===== src/rtl/matriz_pkg.sv =====
// Shared definitions for the 5x5 int8 matrix multiplier controller:
// geometry constants, controller state encoding and element packing.
package matriz_pkg;

    localparam int DIM      = 5;
    localparam int ELEM_W   = 8;
    localparam int NUM_ELEM = DIM * DIM;
    localparam int MAT_W    = NUM_ELEM * ELEM_W;
    localparam int IDX_W    = 5;

    localparam logic [IDX_W-1:0] FIRST_IDX = 5'd0;
    localparam logic [IDX_W-1:0] LAST_IDX  = 5'd24;

    typedef enum logic [2:0] {
        FLUSH  = 3'd0,
        LOAD_A = 3'd1,
        LOAD_B = 3'd2,
        RUN    = 3'd3,
        DRAIN  = 3'd4
    } state_t;

    // Bit offset of stream element idx (idx = r*DIM + c) inside a packed matrix.
    function automatic int elem_offset(input int idx);
        return (idx / DIM) * DIM * ELEM_W + (idx % DIM) * ELEM_W;
    endfunction

endpackage


===== src/rtl/matriz_pack_unpack.sv =====
// 200-bit matrix register with a byte-write port, a whole-matrix load port
// and a byte-read port, all indexed by stream element number 0..24.
module matriz_pack_unpack
    import matriz_pkg::*;
(
    input  logic              clock,
    input  logic              reset_n,
    input  logic              wr_en,
    input  logic [IDX_W-1:0]  wr_idx,
    input  logic [ELEM_W-1:0] wr_data,
    input  logic              load_en,
    input  logic [MAT_W-1:0]  load_data,
    input  logic [IDX_W-1:0]  rd_idx,
    output logic [MAT_W-1:0]  mat,
    output logic [ELEM_W-1:0] rd_data
);

    logic [MAT_W-1:0] mat_r;
    logic [MAT_W-1:0] mat_next_s;

    // Next matrix value: whole load wins over a single byte write.
    always_comb begin
        mat_next_s = mat_r;
        if (load_en) begin
            mat_next_s = load_data;
        end else if (wr_en) begin
            for (int i = 0; i < NUM_ELEM; i++) begin
                mat_next_s[elem_offset(i) +: ELEM_W] =
                    (wr_idx == IDX_W'(i)) ? wr_data : mat_r[elem_offset(i) +: ELEM_W];
            end
        end else begin
            mat_next_s = mat_r;
        end
    end

    // Byte read mux; out-of-range indices read as zero.
    always_comb begin
        rd_data = {ELEM_W{1'b0}};
        for (int i = 0; i < NUM_ELEM; i++) begin
            rd_data = (rd_idx == IDX_W'(i)) ? mat_r[elem_offset(i) +: ELEM_W] : rd_data;
        end
    end

    // Matrix storage.
    always_ff @(posedge clock or negedge reset_n) begin
        if (!reset_n) begin
            mat_r <= {MAT_W{1'b0}};
        end else begin
            mat_r <= mat_next_s;
        end
    end

    assign mat = mat_r;

endmodule


===== src/rtl/matriz_mult_ctrl.sv =====
// Stream front/back end for the 5x5 int8 matrix multiplier: collects A and B
// as a byte stream, runs the multiplier, and streams the product C back out.
module matriz_mult_ctrl
    import matriz_pkg::*;
(
    input  logic              clock,
    input  logic              reset_n,
    input  logic [ELEM_W-1:0] in_data,
    input  logic              in_valid,
    output logic              in_ready,
    output logic [ELEM_W-1:0] out_data,
    output logic              out_valid,
    input  logic              out_ready,
    output logic              out_last,
    output logic              ovf,
    output logic              busy,
    output logic [MAT_W-1:0]  mult_matriz_a,
    output logic [MAT_W-1:0]  mult_matriz_b,
    output logic              mult_start,
    input  logic [MAT_W-1:0]  mult_matriz_c,
    input  logic              mult_done,
    input  logic              mult_overflow
);

    state_t            state_r;
    logic [IDX_W-1:0]  k_r;
    logic              in_ready_r;
    logic              out_valid_r;
    logic              out_last_r;
    logic [ELEM_W-1:0] out_data_r;
    logic              ovf_r;
    logic              busy_r;
    logic              mult_start_r;

    logic              a_wr_en_s;
    logic              b_wr_en_s;
    logic              c_load_en_s;
    logic [IDX_W-1:0]  c_rd_idx_s;
    logic [ELEM_W-1:0] c_rd_data_s;
    logic [ELEM_W-1:0] unused_rd_a_s;
    logic [ELEM_W-1:0] unused_rd_b_s;
    logic [MAT_W-1:0]  unused_mat_c_s;

    assign a_wr_en_s   = (state_r == LOAD_A) && in_valid && in_ready_r;
    assign b_wr_en_s   = (state_r == LOAD_B) && in_valid && in_ready_r;
    assign c_load_en_s = (state_r == RUN) && mult_done;
    // out_data is registered, so the mux looks one element ahead.
    assign c_rd_idx_s  = k_r + 5'd1;

    matriz_pack_unpack u_mat_a (
        .clock     (clock),
        .reset_n   (reset_n),
        .wr_en     (a_wr_en_s),
        .wr_idx    (k_r),
        .wr_data   (in_data),
        .load_en   (1'b0),
        .load_data ({MAT_W{1'b0}}),
        .rd_idx    (k_r),
        .mat       (mult_matriz_a),
        .rd_data   (unused_rd_a_s)
    );

    matriz_pack_unpack u_mat_b (
        .clock     (clock),
        .reset_n   (reset_n),
        .wr_en     (b_wr_en_s),
        .wr_idx    (k_r),
        .wr_data   (in_data),
        .load_en   (1'b0),
        .load_data ({MAT_W{1'b0}}),
        .rd_idx    (k_r),
        .mat       (mult_matriz_b),
        .rd_data   (unused_rd_b_s)
    );

    matriz_pack_unpack u_mat_c (
        .clock     (clock),
        .reset_n   (reset_n),
        .wr_en     (1'b0),
        .wr_idx    (k_r),
        .wr_data   ({ELEM_W{1'b0}}),
        .load_en   (c_load_en_s),
        .load_data (mult_matriz_c),
        .rd_idx    (c_rd_idx_s),
        .mat       (unused_mat_c_s),
        .rd_data   (c_rd_data_s)
    );

    // Controller FSM with all handshake and multiplier outputs registered.
    always_ff @(posedge clock or negedge reset_n) begin
        if (!reset_n) begin
            state_r      <= FLUSH;
            k_r          <= FIRST_IDX;
            in_ready_r   <= 1'b0;
            out_valid_r  <= 1'b0;
            out_last_r   <= 1'b0;
            out_data_r   <= {ELEM_W{1'b0}};
            ovf_r        <= 1'b0;
            busy_r       <= 1'b1;
            mult_start_r <= 1'b0;
        end else begin
            case (state_r)
                FLUSH: begin
                    // The multiplier has no reset: run it to done once so its
                    // row index is back at 0, and drop whatever it produced.
                    if (mult_done) begin
                        mult_start_r <= 1'b0;
                        in_ready_r   <= 1'b1;
                        busy_r       <= 1'b0;
                        k_r          <= FIRST_IDX;
                        state_r      <= LOAD_A;
                    end else begin
                        mult_start_r <= 1'b1;
                    end
                end
                LOAD_A: begin
                    if (in_valid && in_ready_r) begin
                        busy_r <= 1'b1;
                        if (k_r == LAST_IDX) begin
                            k_r     <= FIRST_IDX;
                            state_r <= LOAD_B;
                        end else begin
                            k_r <= k_r + 5'd1;
                        end
                    end
                end
                LOAD_B: begin
                    if (in_valid && in_ready_r) begin
                        if (k_r == LAST_IDX) begin
                            k_r          <= FIRST_IDX;
                            in_ready_r   <= 1'b0;
                            mult_start_r <= 1'b1;
                            state_r      <= RUN;
                        end else begin
                            k_r <= k_r + 5'd1;
                        end
                    end
                end
                RUN: begin
                    // start stays high until done so the row index ends at 0.
                    if (mult_done) begin
                        mult_start_r <= 1'b0;
                        ovf_r        <= mult_overflow;
                        out_valid_r  <= 1'b1;
                        out_data_r   <= mult_matriz_c[ELEM_W-1:0];
                        out_last_r   <= 1'b0;
                        state_r      <= DRAIN;
                    end
                end
                DRAIN: begin
                    if (out_ready) begin
                        if (k_r == LAST_IDX) begin
                            out_valid_r <= 1'b0;
                            out_last_r  <= 1'b0;
                            k_r         <= FIRST_IDX;
                            in_ready_r  <= 1'b1;
                            busy_r      <= 1'b0;
                            state_r     <= LOAD_A;
                        end else begin
                            k_r        <= k_r + 5'd1;
                            out_data_r <= c_rd_data_s;
                            out_last_r <= (k_r == (LAST_IDX - 5'd1));
                        end
                    end
                end
                default: begin
                    state_r      <= FLUSH;
                    k_r          <= FIRST_IDX;
                    in_ready_r   <= 1'b0;
                    out_valid_r  <= 1'b0;
                    out_last_r   <= 1'b0;
                    mult_start_r <= 1'b0;
                    busy_r       <= 1'b1;
                end
            endcase
        end
    end

    assign in_ready   = in_ready_r;
    assign out_valid  = out_valid_r;
    assign out_last   = out_last_r;
    assign out_data   = out_data_r;
    assign ovf        = ovf_r;
    assign busy       = busy_r;
    assign mult_start = mult_start_r;

endmodule


===== config.mk =====
export PLATFORM = sky130hd
export DESIGN_NAME = matriz_mult_ctrl
export DESIGN_NICKNAME = d
export VERILOG_FILES = /design/src/rtl/matriz_pkg.sv /design/src/rtl/matriz_pack_unpack.sv /design/src/rtl/matriz_mult_ctrl.sv
export SDC_FILE = /design/constraint.sdc
export NUM_CORES = 1
export LEC_CHECK = 0
export ABC_AREA = 1
export CAP_MARGIN = 20
export CELL_PAD_IN_SITES_DETAIL_PLACEMENT = 1
export CELL_PAD_IN_SITES_GLOBAL_PLACEMENT = 1
export CORE_ASPECT_RATIO = 0.8
export CORE_MARGIN = 4
export CORE_UTILIZATION = 34
export DETAILED_ROUTE_END_ITERATION = 10
export PLACE_DENSITY_LB_ADDON = 0.1
export SYNTH_ARGS = -nofsm -noshare
export SYNTH_HDL_FRONTEND = slang
export SYNTH_SLANG_ARGS = --single-unit

===== constraint.sdc =====
create_clock -name clock -period 3.1 [get_ports clock]
set_input_delay 0.62 -clock clock [delete_from_list [all_inputs] [get_ports clock]]
set_output_delay 0.62 -clock clock [all_outputs]
set_load 0.005 [all_outputs]

======== Word-level counts from Yosys, hierarchy flattened ========
Cells that the tools add are included.
cells by class
  $add $sub $neg .......................... 1
  equal/unequal tests ..................... 62
  multiplexer cells ....................... 60
  bitwise operators ....................... 5
  reductions and logical operators ........ 74
operators by type and width
  cell                                                                     number
  8-bit 2-to-1 mux                                                         28
  2-bit AND reduction                                                      51
  5-bit == test, second input constant                                     18
  5-bit by 4-bit == test with 1-bit output, second input constant          16
  5-bit by 3-bit == test with 1-bit output, second input constant          8
  3-bit 2-to-1 mux                                                         8
  5-bit by 2-bit == test with 1-bit output, second input constant          4
  5-bit 2-to-1 mux                                                         4
  5-bit one-hot mux with 4 select lines                                    1
  8-bit one-hot mux with 2 select lines                                    1
  4-bit AND reduction                                                      4
  3-bit one-hot mux with 5 select lines                                    1
  1-bit 2-to-1 mux                                                         12
  1-bit one-hot mux with 4 select lines                                    3
  5-bit by 1-bit == test with 1-bit output, second input constant          2
  5-bit zero test                                                          2
  2-bit by 1-bit inequality test with 1-bit output, second input constant  5
  2-bit inequality test, second input constant                             5
  8-bit AND reduction                                                      1
  2-bit OR reduction                                                       4
  3-bit by 2-bit == test with 1-bit output, second input constant          2
  1-bit logical AND                                                        6
  1-bit one-hot mux with 3 select lines                                    2
  6-bit AND reduction                                                      1
  other kinds (9)                                                          13
word-level totals
  register bits after elaboration ......... 622
  input port bits ......................... 214
  word-level logic and storage cells ...... 262

======== Logic depth before layout (Yosys ltp) ========
  word-level depth ........................ 30
  depth in mapped cells ................... 35
  depth with buffers taken out ............ 34

======== Cells and area by module ========
From an unflattened synthesis, not the netlist that was laid out.
unflattened totals
  cell total of the unflattened synthesis .. 4,388
  area total of the unflattened synthesis .. 32,941.6 um^2
by module, submodules not included
  module              instances  cells an instance  area an instance (um^2)  seq. area each (um^2)
  matriz_pack_unpack  3          1,397              10,515.1                 5,004.8
  matriz_mult_ctrl    1          197                1,396.3                  551.8

======== Worst setup path before layout ========
OpenSTA, ideal clock, no wires.
  path kind ............................... register to register
  start ................................... reg k_r[0]
  end ..................................... reg out_data_r[1] (netlist: out_data[1])
  arrival ................................. 3.125 ns
  data required time ...................... 2.983 ns
  slack ................................... -0.142 ns
  cell stages (with the launch flop) ...... 36
  path buffers ............................ 2
  cell sequence ........................... dfrtp_1 -> ha_1 -> inv_1 -> nor2_1 -> ha_1 -> buf_2 -> nand2_1 -> inv_1 -> nand2_4 -> buf_6 -> nor2_1 -> nor2_1 -> nand2_1 -> nand3_1 -> nand2_1 -> nand2_1 -> o21ai_1 -> nand3_1 -> nand2_1 -> nand2_1 -> nand2_1 -> nand2_1 -> nand3_1 -> nand2_1 -> nand2_1 -> nand4_1 -> nand3_1 -> nand2_1 -> nand2_1 -> nand4_1 -> nand2_1 -> nand2_1 -> nand2_1 -> nand2_1 -> nand2_1 -> nand2_1
on the way
  word-level cells in the longest chain between the ends .. 30
RTL lines
  what                                    line                      text
  from (decl)                             matriz_mult_ctrl.sv:26    logic [IDX_W-1:0] k_r;
  from (signal assigned)                  matriz_mult_ctrl.sv:123   k_r <= k_r + 5'd1;
  from (signal assigned)                  matriz_mult_ctrl.sv:135   k_r <= k_r + 5'd1;
  from (signal assigned)                  matriz_mult_ctrl.sv:160   k_r <= k_r + 5'd1;
  5-bit by 1-bit adder with 5-bit output  matriz_mult_ctrl.sv:48    assign c_rd_idx_s = k_r + 5'd1;
  5-bit zero test                         matriz_pack_unpack.sv:40  rd_data = (rd_idx == IDX_W'(i)) ? mat_r[elem_offset(i) +: ELEM_W] : rd_data;
  8-bit 2-to-1 mux (25 in series)         matriz_pack_unpack.sv:40
  8-bit 2-to-1 mux                        matriz_mult_ctrl.sv:152   if (k_r == LAST_IDX) begin
  8-bit 2-to-1 mux                        matriz_mult_ctrl.sv:151   if (out_ready) begin
  8-bit one-hot mux with 2 select lines   matriz_mult_ctrl.sv:102   case (state_r)
  to (signal assigned)                    matriz_mult_ctrl.sv:97    out_data_r <= {ELEM_W{1'b0}};
  to (signal assigned)                    matriz_mult_ctrl.sv:145   out_data_r <= mult_matriz_c[ELEM_W-1:0];
  to (signal assigned)                    matriz_mult_ctrl.sv:161   out_data_r <= c_rd_data_s;
  to (decl)                               matriz_mult_ctrl.sv:30    logic [ELEM_W-1:0] out_data_r;
Parallel ways exist; a longest one is shown, timed or not. The select of a mux whose other input is x is not followed.
A chain may end at the register's enable or synchronous reset.

======== Final worst setup path ========
  start ................................... reg k_r[0]
  end ..................................... reg out_data_r[3] (netlist: out_data[3])
Same word-level chain as after synthesis.

==> flow_metrics.env <==
export IMPL_status="finished with violations"
export IMPL_violations="setup timing"
export IMPL_ys_types=31
export IMPL_via_per_inst=5.005
export IMPL_rsz0062_at_grt="yes"
export IMPL_antenna_left=0
export IMPL_synthTopCellsByCount="nand2_1, dfrtp_1, o21ai_0, mux2_2, clkbuf_1"
export IMPL_whs_ns=0.4816
export IMPL_fillers=7995
export IMPL_syn_avg_cell_area_um2=9.819
export IMPL_synthArstFlopShare=1.000
export IMPL_io_buffers=627
export IMPL_coreArea_um2=72450
export IMPL_cts_tree="yes"
export IMPL_wl_per_cell_um=23.26
export IMPL_grt_pass1_wl_um=147400
export IMPL_start_util=0.3453
export IMPL_synthesis_area_um2=25020
export IMPL_htree_levels=3
export IMPL_cap_viol_max_count=0
export IMPL_crit_path_frequent_cell="nand2_1"
export IMPL_die_area_um2=78010
export IMPL_critPathMaxFanout=6
export IMPL_cp_slowest_cell="dfrtp_1"
export IMPL_syn_num_nets=2768
export IMPL_gr_usage_all_layers=0.2474
export IMPL_setup_worst_path_end_class="flip-flop"
export IMPL_nets=3464
export IMPL_synthAdderAreaFrac=0.003001
export IMPL_register_area_um2=15570
export IMPL_vias=21210
export IMPL_cts_root_buf="clkbuf_16"
export IMPL_ir_drop_mv=0.3847
export IMPL_row_count=88
export IMPL_ios=628
export IMPL_clk_latency_ns=0.61
export IMPL_synth_edf_count=0
export IMPL_drc=0
export IMPL_hold_violations=0
export IMPL_antenna_found_initial=7
export IMPL_fin_tns_setup_ns=-1.461
export IMPL_area_growth_pct=42.52
export IMPL_totalWireLength_um=98570
export IMPL_post_route_min_period_ns=3.330
export IMPL_power_density_nw_per_um2=745.5
export IMPL_die_h_um=250.6
export IMPL_synth_compound_area_frac=0.1097
export IMPL_critical_path_class="flip-flop to flip-flop"
export IMPL_synth_mux_area_frac=0.07247
export IMPL_firstDrtPassIters=5
export IMPL_cp_start_kind="flip-flop"
export IMPL_synthSimpleGateAreaFrac=0.1501
export IMPL_gp_congestion=0.8977
export IMPL_synthCells=2548
export IMPL_critPathMaxStageDelay_ns=0.38
export IMPL_fp_dieW_um=311.3
export IMPL_yosysWarningCount=0
export IMPL_arrival_ns=3.88
export IMPL_dp_cells=4114
export IMPL_synth_top_area_cell="dfrtp_1"
export IMPL_path_clk_slew_ns=0.06
export IMPL_drt_iter0_drc=1370
export IMPL_slew_viol_final=0
export IMPL_skew_ns=0.02093
export IMPL_synth_ff_type="dfrtp_1"
export IMPL_grt_max_degree=65
export IMPL_cts_sinks=622
export IMPL_synth_most_common_cell="nand2_1"
export IMPL_max_freq_ghz=0.3003
export IMPL_dpl_hpwl_um=72860
export IMPL_setup_ws_ns=-0.2297
export IMPL_instances_no_fill=4238
export IMPL_clk_path_buf_depth=3
export IMPL_ys_top_cells_by_area="dfrtp_1, nand2_1, o21ai_0"
export IMPL_netlist_area_leader_share=0.6212
export IMPL_synth_xor_area_share=0.001100
export IMPL_period_share=1.074
export IMPL_synth_seq_area_share=0.6222
export IMPL_cts_buffers=67
export IMPL_finalSetupViolations=8
export IMPL_synth_seq_cells=622
export IMPL_max_slew_margin_rel=0.4430
export IMPL_required_ns=3.65
export IMPL_multi_input_area_um2=8673
export IMPL_tightest_slew_ns=0.8356
export IMPL_synth_top_family_by_area="simple AND/OR/NAND/NOR gates"
export IMPL_hp_class="flip-flop to flip-flop"
export IMPL_grt_pass1_vias=22850
export IMPL_overflow=0
export IMPL_fin_util=0.4921
export IMPL_p_leak_nw=15.96
export IMPL_drive_above_1_share=0.1460
==> per-stage QoR <==
step	worst slack [ns]	area, µm²	power, mW
2_1_floorplan	0.00005063	25030	14.47
3_3_place_gp	-0.2747	33130	17.96
3_5_place_dp	-0.3748	33130	18.22
4_1_cts	-0.1858	35470	26.61
5_1_grt	-0.5386	35650	28.06
6_report	-0.2297	35660	26.58
==> cell type report <==
type                       instances  share of cell area
tap                              945             0.03316
inverter                         131             0.01393
antenna                            5           0.0003509
sequential                       622              0.4366
multi-input combinational       1660              0.2433
clock inverter                    18            0.006983
clock buffer                      95             0.05481
timing repair buffer             762              0.2109
==> per-layer routing <==
metal  share of wire  track usage  wire length [µm]
met5         0.00023            0                23
met2            0.47       0.4025             46190
met1            0.43       0.3183             42340
met3           0.063      0.06369              6224
met4           0.039      0.09508              3800
==> sequential cells by signal, summed over array words and instances, names as in the netlist <==
| signal | flops |
|---|---|
| state_r | 3 |
| k_r | 5 |
| u_mat_b.mat | 200 |
| ovf | 1 |
| busy | 1 |
| out_valid | 1 |
| u_mat_c.mat | 200 |
| out_data | 8 |
| in_ready | 1 |
| u_mat_a.mat | 200 |
| out_last | 1 |
| mult_start | 1 |
==> cell usage in the layout (no fill, tap or decap), types with 12 or more instances in the layout <==
master / synthesis / final
buf_12: 0 / 17
nand2_1: 725 / 709
clkbuf_8: 0 / 13
clkbuf_16: 0 / 69
nand3_1: 69 / 49
nand2_2: 1 / 12
clkinv_1: 7 / 14
clkbuf_1: 125 / 13
nor3_1: 19 / 18
clkdlybuf4s50_1: 0 / 626
a21oi_1: 101 / 98
o21ai_0: 432 / 432
buf_4: 3 / 114
nand3_2: 0 / 20
inv_1: 120 / 105
mux2_2: 161 / 161
nor2_1: 101 / 98
dfrtp_1: 621 / 621
==> repair_timing <==
action | 4_1_cts | 5_1_grt
gates resized for setup | 27 | 38
pin swaps | 15 | 22
hold buffers | 1 | 0
setup endpoints to repair | 8 | 11
gates cloned | 1 | 0
setup buffers | 2 | 2
hold endpoints to repair | 36 | 0
==> worst max-delay path, delay by kind of cell (launching register included) <==
family                     cells  cell delay (ns)
and+or+nand+nor               29             2.06
adders and majority gates      2             0.54
buffers and inverters          2             0.12
DFF                            1             0.38
AOI/OAI and AO/OA              1             0.15
==> worst paths after layout <==
path	start	end	slack [ns]	depth (start not counted)
max reg2reg	k_r[0]$_DFFE_PN0P_	out_data[3]$_DFFE_PN0P_	-0.23	34
max in group asynchronous	reset_n	u_mat_c.mat[63]$_DFFE_PN0P_	1.59	4
max	k_r[0]$_DFFE_PN0P_	out_data[3]$_DFFE_PN0P_	-0.23	34
min in group asynchronous	reset_n	u_mat_a.mat[100]$_DFFE_PN0P_	0.55	2
min reg2reg	u_mat_b.mat[18]$_DFFE_PN0P_	u_mat_b.mat[18]$_DFFE_PN0P_	0.48	2
min	u_mat_b.mat[18]$_DFFE_PN0P_	u_mat_b.mat[18]$_DFFE_PN0P_	0.48	2
==> logic make-up after synthesis <==
kind of cell,after synthesis
AO/OA/AOI/OAI,546
XOR/XNOR,1
adder cells (fa/ha/maj),6
buffers and inverters,267
flip-flops,622
multiplexers,161
AND/OR/NAND/NOR,945
==> report_power, final <==
group          switching [mW]  internal, mW  total [mW]
logic                    3.72          3.45        7.17
registers                1.27          9.98        11.2
clock network            3.36          4.81        8.17
total                    8.35          18.2        26.6
Note: power is estimated with default switching activity, not from simulation.
